[config.mk]
export PLATFORM = sky130hd
export DESIGN_NAME = pulse_cfg_scheduler_flat
export DESIGN_NICKNAME = d
export VERILOG_FILES = /design/src/rtl/pulse_cfg_scheduler_if.sv /design/src/rtl/pulse_cfg_scheduler.sv /design/src/flat_wrapper.sv
export SDC_FILE = /design/constraint.sdc
export NUM_CORES = 2
export LEC_CHECK = 0
export CORE_AREA = 5 5 256 258
export DETAILED_ROUTE_END_ITERATION = 16
export DIE_AREA = 0 0 261 263
export PLACE_DENSITY = 0.81
export SYNTH_ARGS = -nofsm -noshare
export SYNTH_HDL_FRONTEND = slang
export SYNTH_SLANG_ARGS = --single-unit
[constraint.sdc]
create_clock -name clk_pll -period 6.7 [get_ports clk_pll]
set_clock_uncertainty 0.1 [all_clocks]
set_input_delay 2.01 -clock clk_pll [delete_from_list [all_inputs] [get_ports clk_pll]]
set_output_delay 2.01 -clock clk_pll [all_outputs]
set_load 0.05 [all_outputs]
[src/rtl/pulse_cfg_scheduler_if.sv]
// Register-write port of the pulse configuration controller.
// Latency: n/a (signal bundle only).
// Backpressure: slave holds wr_ready low while a commit is in flight.
interface pulse_cfg_scheduler_if;
  logic        wr_valid;
  logic        wr_ready;
  logic [3:0]  wr_addr;
  logic [31:0] wr_data;

  modport master (output wr_valid, output wr_addr, output wr_data, input wr_ready);
  modport slave  (input wr_valid, input wr_addr, input wr_data, output wr_ready);
endinterface

[src/rtl/pulse_cfg_scheduler.sv]
// Shadow-register config controller: computes pulse edges on commit, applies at a period boundary, optional delay scan.
// Latency: commit accept to ARMED in 4 cycles; live outputs change on the first cycle_start sampled in ARMED.
// Backpressure: wr_ready is high only in IDLE; writes offered during a commit are stalled, never dropped.
module pulse_cfg_scheduler #(
  parameter logic [31:0] DEF_PERIOD     = 32'd20000,
  parameter logic [31:0] DEF_P1WIDTH    = 32'd30,
  parameter logic [31:0] DEF_P2WIDTH    = 32'd30,
  parameter logic [31:0] DEF_DELAY      = 32'd200,
  parameter logic [31:0] DEF_ATT_DELAY  = 32'd2000,
  parameter logic [31:0] DEF_OFFRES_GAP = 32'd8000
) (
  input  logic                        clk_pll,
  input  logic                        resetn,
  pulse_cfg_scheduler_if.slave        wr,
  input  logic                        cycle_start,
  output logic [31:0]                 period,
  output logic [31:0]                 p1width,
  output logic [31:0]                 delay,
  output logic [31:0]                 p2start,
  output logic [31:0]                 sync_up,
  output logic [31:0]                 att_down,
  output logic [31:0]                 offres_delay,
  output logic                        pump,
  output logic                        double,
  output logic [6:0]                  pp_pump,
  output logic [6:0]                  pp_probe,
  output logic [6:0]                  post_att,
  output logic                        cfg_pending,
  output logic                        cfg_err
);

  localparam logic [31:0] DEF_P2START = DEF_P1WIDTH + DEF_DELAY;
  localparam logic [31:0] DEF_SYNC_UP = DEF_P2START + DEF_P2WIDTH;
  localparam logic [31:0] DEF_ATT_DN  = DEF_SYNC_UP + DEF_ATT_DELAY;
  localparam logic [31:0] DEF_OFFRES  = DEF_PERIOD - DEF_OFFRES_GAP + DEF_P1WIDTH;

  typedef enum logic [2:0] {IDLE, CALC1, CALC2, CALC3, CHECK, ARMED} state_t;
  state_t state_q, state_d;

  // Shadow registers and derived values
  logic [31:0] period_s, p1width_s, p2width_s, delay_s, att_delay_s;
  logic [31:0] p2start_s, sync_up_s, att_down_s, offres_s;
  logic        pump_s, double_s;
  logic [6:0]  pp_pump_s, pp_probe_s, post_att_s;
  logic        inv_q, is_scan;
  logic [31:0] scan_step, scan_rem, scan_hold, hold_cnt;

  logic        wr_fire, user_commit, scan_restart, strobe_idle, hold_hit, scan_trig, commit_bad;
  logic [31:0] hold_eff, delay_base;
  logic [32:0] sum_p2, sum_sync, sum_att, diff_off, sum_off;

  assign wr_fire      = wr.wr_valid && wr.wr_ready;
  assign user_commit  = wr_fire && (wr.wr_addr == 4'd15);
  assign scan_restart = wr_fire && (wr.wr_addr == 4'd8);
  assign hold_eff     = (scan_hold == 32'd0) ? 32'd1 : scan_hold;
  assign hold_hit     = ({1'b0, hold_cnt} + 33'd1) >= {1'b0, hold_eff};
  // A user commit or scan restart in the same cycle defers the scan to the next strobe
  assign strobe_idle  = (state_q == IDLE) && cycle_start && (scan_rem != 32'd0)
                        && !user_commit && !scan_restart;
  assign scan_trig    = strobe_idle && hold_hit;
  assign delay_base   = (wr_fire && wr.wr_addr == 4'd3) ? wr.wr_data : delay_s;

  assign sum_p2   = {1'b0, p1width_s} + {1'b0, delay_s};
  assign sum_sync = {1'b0, p2start_s} + {1'b0, p2width_s};
  assign sum_att  = {1'b0, sync_up_s} + {1'b0, att_delay_s};
  assign diff_off = {1'b0, period_s} - {1'b0, DEF_OFFRES_GAP};
  assign sum_off  = {1'b0, diff_off[31:0]} + {1'b0, p1width_s};
  assign commit_bad = inv_q || (att_down_s >= period_s) || (p1width_s == 32'd0);

  // State register
  always_ff @(posedge clk_pll or negedge resetn) begin
    if (!resetn) state_q <= IDLE;
    else         state_q <= state_d;
  end

  // Next-state and handshake decode
  always_comb begin
    state_d     = state_q;
    wr.wr_ready = 1'b0;
    case (state_q)
      IDLE: begin
        wr.wr_ready = 1'b1;
        if (user_commit || scan_trig) state_d = CALC1;
      end
      CALC1: state_d = CALC2;
      CALC2: state_d = CALC3;
      CALC3: state_d = CHECK;
      CHECK: state_d = commit_bad ? IDLE : ARMED;
      ARMED: if (cycle_start) state_d = IDLE;
      default: state_d = IDLE;
    endcase
  end

  // Shadow writes, edge computation pipeline and scan stepping
  always_ff @(posedge clk_pll or negedge resetn) begin
    if (!resetn) begin
      period_s <= DEF_PERIOD;     p1width_s <= DEF_P1WIDTH;   p2width_s <= DEF_P2WIDTH;
      delay_s <= DEF_DELAY;       att_delay_s <= DEF_ATT_DELAY;
      p2start_s <= DEF_P2START;   sync_up_s <= DEF_SYNC_UP;   att_down_s <= DEF_ATT_DN;
      offres_s <= DEF_OFFRES;     pump_s <= 1'b1;             double_s <= 1'b1;
      pp_pump_s <= 7'd0;          pp_probe_s <= 7'd127;       post_att_s <= 7'd127;
      inv_q <= 1'b0;              is_scan <= 1'b0;
      scan_step <= 32'd0;         scan_rem <= 32'd0;          scan_hold <= 32'd0;
      hold_cnt <= 32'd0;
    end else begin
      case (state_q)
        IDLE: begin
          if (wr_fire) begin
            case (wr.wr_addr)
              4'd0: period_s    <= wr.wr_data;
              4'd1: p1width_s   <= wr.wr_data;
              4'd2: p2width_s   <= wr.wr_data;
              4'd3: delay_s     <= wr.wr_data;
              4'd4: att_delay_s <= wr.wr_data;
              4'd5: begin pump_s <= wr.wr_data[0]; double_s <= wr.wr_data[1]; end
              4'd6: begin
                pp_pump_s  <= wr.wr_data[6:0];
                pp_probe_s <= wr.wr_data[14:8];
                post_att_s <= wr.wr_data[22:16];
              end
              4'd7: scan_step <= wr.wr_data;
              4'd8: begin scan_rem <= wr.wr_data; hold_cnt <= 32'd0; end
              4'd9: scan_hold <= wr.wr_data;
              4'd15: begin inv_q <= 1'b0; is_scan <= 1'b0; end
              default: ;
            endcase
          end
          if (scan_trig) begin
            delay_s  <= delay_base + scan_step;
            scan_rem <= scan_rem - 32'd1;
            hold_cnt <= 32'd0;
            inv_q    <= 1'b0;
            is_scan  <= 1'b1;
          end else if (strobe_idle) begin
            hold_cnt <= hold_cnt + 32'd1;
          end
        end
        CALC1: begin
          p2start_s <= sum_p2[31:0];
          inv_q     <= inv_q | sum_p2[32];
        end
        CALC2: begin
          sync_up_s <= sum_sync[31:0];
          inv_q     <= inv_q | sum_sync[32];
        end
        CALC3: begin
          att_down_s <= sum_att[31:0];
          offres_s   <= sum_off[31:0];
          inv_q      <= inv_q | sum_att[32] | diff_off[32] | sum_off[32];
        end
        CHECK: if (commit_bad && is_scan) scan_rem <= 32'd0;
        default: ;
      endcase
    end
  end

  // Live configuration and status; live set only moves on a period boundary in ARMED
  always_ff @(posedge clk_pll or negedge resetn) begin
    if (!resetn) begin
      period <= DEF_PERIOD;    p1width <= DEF_P1WIDTH;  delay <= DEF_DELAY;
      p2start <= DEF_P2START;  sync_up <= DEF_SYNC_UP;  att_down <= DEF_ATT_DN;
      offres_delay <= DEF_OFFRES;
      pump <= 1'b1;  double <= 1'b1;
      pp_pump <= 7'd0;  pp_probe <= 7'd127;  post_att <= 7'd127;
      cfg_pending <= 1'b0;  cfg_err <= 1'b0;
    end else begin
      case (state_q)
        IDLE:  if (user_commit || scan_trig) cfg_pending <= 1'b1;
        CHECK: if (commit_bad) begin cfg_err <= 1'b1; cfg_pending <= 1'b0; end
        ARMED: if (cycle_start) begin
          period <= period_s;    p1width <= p1width_s;  delay <= delay_s;
          p2start <= p2start_s;  sync_up <= sync_up_s;  att_down <= att_down_s;
          offres_delay <= offres_s;
          pump <= pump_s;  double <= double_s;
          pp_pump <= pp_pump_s;  pp_probe <= pp_probe_s;  post_att <= post_att_s;
          cfg_err <= 1'b0;  cfg_pending <= 1'b0;
        end
        default: ;
      endcase
    end
  end

endmodule

[src/flat_wrapper.sv]
// flat-port wrapper written by rule: the top's interface ports become plain ports
module pulse_cfg_scheduler_flat 
#(
  parameter logic [31:0] DEF_PERIOD     = 32'd20000,
  parameter logic [31:0] DEF_P1WIDTH    = 32'd30,
  parameter logic [31:0] DEF_P2WIDTH    = 32'd30,
  parameter logic [31:0] DEF_DELAY      = 32'd200,
  parameter logic [31:0] DEF_ATT_DELAY  = 32'd2000,
  parameter logic [31:0] DEF_OFFRES_GAP = 32'd8000
)
  (clk_pll, resetn, cycle_start, period, p1width, delay, p2start, sync_up, att_down, offres_delay, pump, double, pp_pump, pp_probe, post_att, cfg_pending, cfg_err, wr_wr_valid, wr_wr_addr, wr_wr_data, wr_wr_ready);
  pulse_cfg_scheduler_if wr_i ();
  input  logic clk_pll;
  input  logic resetn;
  input  logic cycle_start;
  output logic [31:0] period;
  output logic [31:0] p1width;
  output logic [31:0] delay;
  output logic [31:0] p2start;
  output logic [31:0] sync_up;
  output logic [31:0] att_down;
  output logic [31:0] offres_delay;
  output logic pump;
  output logic double;
  output logic [6:0] pp_pump;
  output logic [6:0] pp_probe;
  output logic [6:0] post_att;
  output logic cfg_pending;
  output logic cfg_err;
  input wire logic [$bits(wr_i.wr_valid)-1:0] wr_wr_valid;
  input wire logic [$bits(wr_i.wr_addr)-1:0] wr_wr_addr;
  input wire logic [$bits(wr_i.wr_data)-1:0] wr_wr_data;
  output wire logic [$bits(wr_i.wr_ready)-1:0] wr_wr_ready;
  assign wr_i.wr_valid = wr_wr_valid;
  assign wr_i.wr_addr = wr_wr_addr;
  assign wr_i.wr_data = wr_wr_data;
  assign wr_wr_ready = wr_i.wr_ready;
  pulse_cfg_scheduler #(.DEF_PERIOD(DEF_PERIOD), .DEF_P1WIDTH(DEF_P1WIDTH), .DEF_P2WIDTH(DEF_P2WIDTH), .DEF_DELAY(DEF_DELAY), .DEF_ATT_DELAY(DEF_ATT_DELAY), .DEF_OFFRES_GAP(DEF_OFFRES_GAP)) u_core (.clk_pll(clk_pll), .resetn(resetn), .wr(wr_i), .cycle_start(cycle_start), .period(period), .p1width(p1width), .delay(delay), .p2start(p2start), .sync_up(sync_up), .att_down(att_down), .offres_delay(offres_delay), .pump(pump), .double(double), .pp_pump(pp_pump), .pp_probe(pp_probe), .post_att(post_att), .cfg_pending(cfg_pending), .cfg_err(cfg_err));
endmodule
==> results.toml <==
[sta]
period_share_pct = 86.0
final_hold_viol_count = 0
relSlewSlack_pct = 32.6
fmax_mhz = 174
post-route-min-period_ns = 5.76
setup_violations = 0
tightestPinTransition_ns = 1.01
rsz0062_at_grt = "false"
maxSlewViolCount = 0
tns_ns = 0

[synth]
synth_top_area_share_pct = 39.0
synth.area.top_cells = "dfrtp_1 39%, mux2_2 14%, dfstp_2 7.9%, ha_1 7.6%, o21ai_0 3.6%"
syn_area_per_cell_um2 = 10.9
synth_edf_count = 0
async_flop_share_pct = 100
ys_types = 85
syn_inst = 3429
yosysSeqAreaShare_pct = 46.9
syn_area_mm2 = 0.0372
synth_warnings = 0
synth_fp_nets = 3701
synth_common_cells = "581 x dfrtp_1, 472 x mux2_2, 309 x nand2_1"
synth_ff_type = "dfrtp_1"
yosysTopAreaCell = "dfrtp_1"
ys_seq_elements = 693
yosysMostFrequentCell = "dfrtp_1"

[setup_path]
path_buf_inv = 2
cp_max_fo = 18
crit_type = "input pin to register"
rr_startpoint = "u_core.hold_cnt[0]"
cp_data_arrival_time_ns = 6.18
r2r_setup_slack_ns = 1.34
endpoint_kind = "register"
worstRegToRegCells = 18
slowest_delay_ns = 0.53
crit_required_ns = 7.12
crit_chain = "clkdlybuf4s50_1 -> nand2_1 -> nor2_1 -> nand2_1 -> buf_4 -> mux2_2 -> fa_1 -> a21o_1 -> a21boi_0 -> o21a_1 -> o21a_1 -> o31a_1 -> o2111ai_1 -> a41oi_1 -> o21bai_1 -> mux2_2 -> a211oi_1"
cp-start-kind = "input pin"
regToRegEndpoint = "u_core.delay_s[29]"
critical_path.slowest_cell = "clkdlybuf4s50_1"
path_delay_family = "compound AO/OA/AOI/OAI gates"

[clocking]
cts_tree = "done"
numCtsBuffers = 75
cts_resized = 0
clock_sink_count = 693
cts-root-buf = "clkbuf_16"
cts.path.max_buffers = 3
post_cts_buffers = 0
clk_pin_slew_ns = 0.06
hold_buffers = 0
clk_latency_ns = 0.64
htree_levels = 3

[routing]
wirelength_mm = 113
drtAntennaViolNets = 0
drc_errors = 0
drtPass1Iterations = 5
via_per_inst = 6.24
drt_iter0_markers = 3174
wl_per_cell_um = 24.4
vias = 28999

[worst_hold_path]
whs_path_depth = 2
hp-start = "u_core.offres_s[11]"
min_path_type = "register to register"
whs_endpoint = "u_core.offres_s[11]"

[final_layout]
n_fill_cell = 4521
multiInputGateArea_mm2 = 0.0188
drive_gt1_share_pct = 21.2
synthToLayoutAreaGrowth_pct = 17.7
fin_nets = 4001
seqCellArea_mm2 = 0.0175

[global_routing]
grt_max_degree = 130
grt_pass1_vias = 28149
globalRouteOverflowTotal = 0
grt_use_total_pct = 32.4
grt_pass1_wl_mm = 171
antenna_found_initial = 13

[floorplanning]
dieWidth_um = 261
die_area_mm2 = 0.0686
initial_utilization_pct = 59.4
std_cell_rows = 92
die_h_um = 263
core_mm2 = 0.0627
num_io_pins = 290

[power]
p_leak_nw = 20.5
power_mw = 25.1
p_per_area_mw_per_mm2 = 573
ir_drop_uv = 341

[placement]
port-buffer-count = 289
hpwl_mm = 81.1
place_congestion = 0.942

[job]
maxCapViolCount = 0

[run_status]
status = "finished clean"
logic make-up after synthesis:
family | Yosys count | share of synthesized area (%)
AND/OR/NAND/NOR | 807 | 10.5
AO/OA/AOI/OAI | 797 | 13.6
flip-flops | 693 | 46.9
multiplexers | 479 | 14.5
buffers and inverters | 251 | 2.58
adder cells (fa/ha/maj) | 232 | 7.89
XOR/XNOR | 170 | 4.00
per-stage QoR:
stage               utilization [%]  hold WS (ns)  instances  area, µm²  worst slack, ns
floorplan                         -         0.339       3429      37200             1.05
finish                         69.9         0.378       4644      43800            0.941
detailed placement             65.8         0.366       4498      41300            0.377
global route                   69.8         0.407       4636      43800            0.643
CTS                            69.8         0.379       4636      43800             1.01
global placement               65.8         0.363       4498      41300            0.427
worst max path at each step:
stage                          to  slack [ns]  cells after the start           from
5_1_grt        u_core.delay_s[28]        0.64                     17  wr_wr_addr[1]
3_5_place_dp   u_core.delay_s[28]        0.38                     17  wr_wr_addr[0]
2_1_floorplan  u_core.delay_s[28]        1.05                     17  wr_wr_addr[0]
4_1_cts        u_core.delay_s[28]        1.01                     17  wr_wr_addr[0]
6_report       u_core.delay_s[28]        0.94                     17  wr_wr_addr[1]
3_3_place_gp   u_core.delay_s[28]        0.43                     17  wr_wr_addr[0]
layer usage:
metal | up-vias | GRT usage, % | routed length [µm]
li1 | 13092 | - | -
met2 | 1403 | 49.0 | 49800
met4 | 0 | 17.2 | 7480
met5 | - | 0 | 0
met1 | 14165 | 44.5 | 45500
met3 | 339 | 6.40 | 10400
where the power goes:
group          total, mW  internal [mW]  switching (mW)
clock               4.26           2.53            1.73
sequential          8.29           6.15            2.13
combinational       12.6           5.07            7.49
worst register-to-register path, delay by kind of cell (launching register included):
family                     cells  cell delay, ns
and+or+nand+nor                9            3.01
buffers and inverters          1            0.09
xor gates and xnor gates       1            0.17
adders and majority gates      2            0.59
DFF                            1            0.47
AOI/OAI and AO/OA              5            0.81
cells in the final DEF, fill, tap and decap left out, types with 16 or more instances in the layout:
cell type,Yosys,routed
nand2_1,309,306
or3_1,20,20
a31oi_1,17,17
inv_1,128,128
nor4_1,26,26
clkbuf_1,83,17
a211oi_1,34,34
nor2_1,131,131
buf_4,1,49
nand3_1,69,67
xnor2_1,101,101
dfstp_2,112,112
xor2_1,69,69
nor3b_1,17,17
a22o_1,16,16
a21o_1,104,104
and3_1,19,19
nand2b_1,36,35
nor2b_1,22,21
o21a_1,26,26
ha_1,227,227
mux2_2,472,472
o31ai_1,31,31
a21oi_1,168,168
clkdlybuf4s50_1,0,288
clkbuf_16,0,76
nor3_1,51,51
a221o_1,16,16
o21ai_0,268,268
nand4_1,44,44
dfrtp_1,581,581
o211ai_1,19,19
o21bai_1,20,20
cell type report:
| class | count | share of cell area (%) |
|---|---|---|
| flip-flops and latches | 693 | 39.9 |
| clock buffers | 107 | 4.92 |
| clock inverters | 31 | 0.868 |
| multi-input cells | 2485 | 43.0 |
| repair buffers | 346 | 7.81 |
| inverters | 128 | 1.10 |
| diodes | 8 | 0.0457 |
| well taps | 846 | 2.41 |
Power figures use the tool's default switching activity.
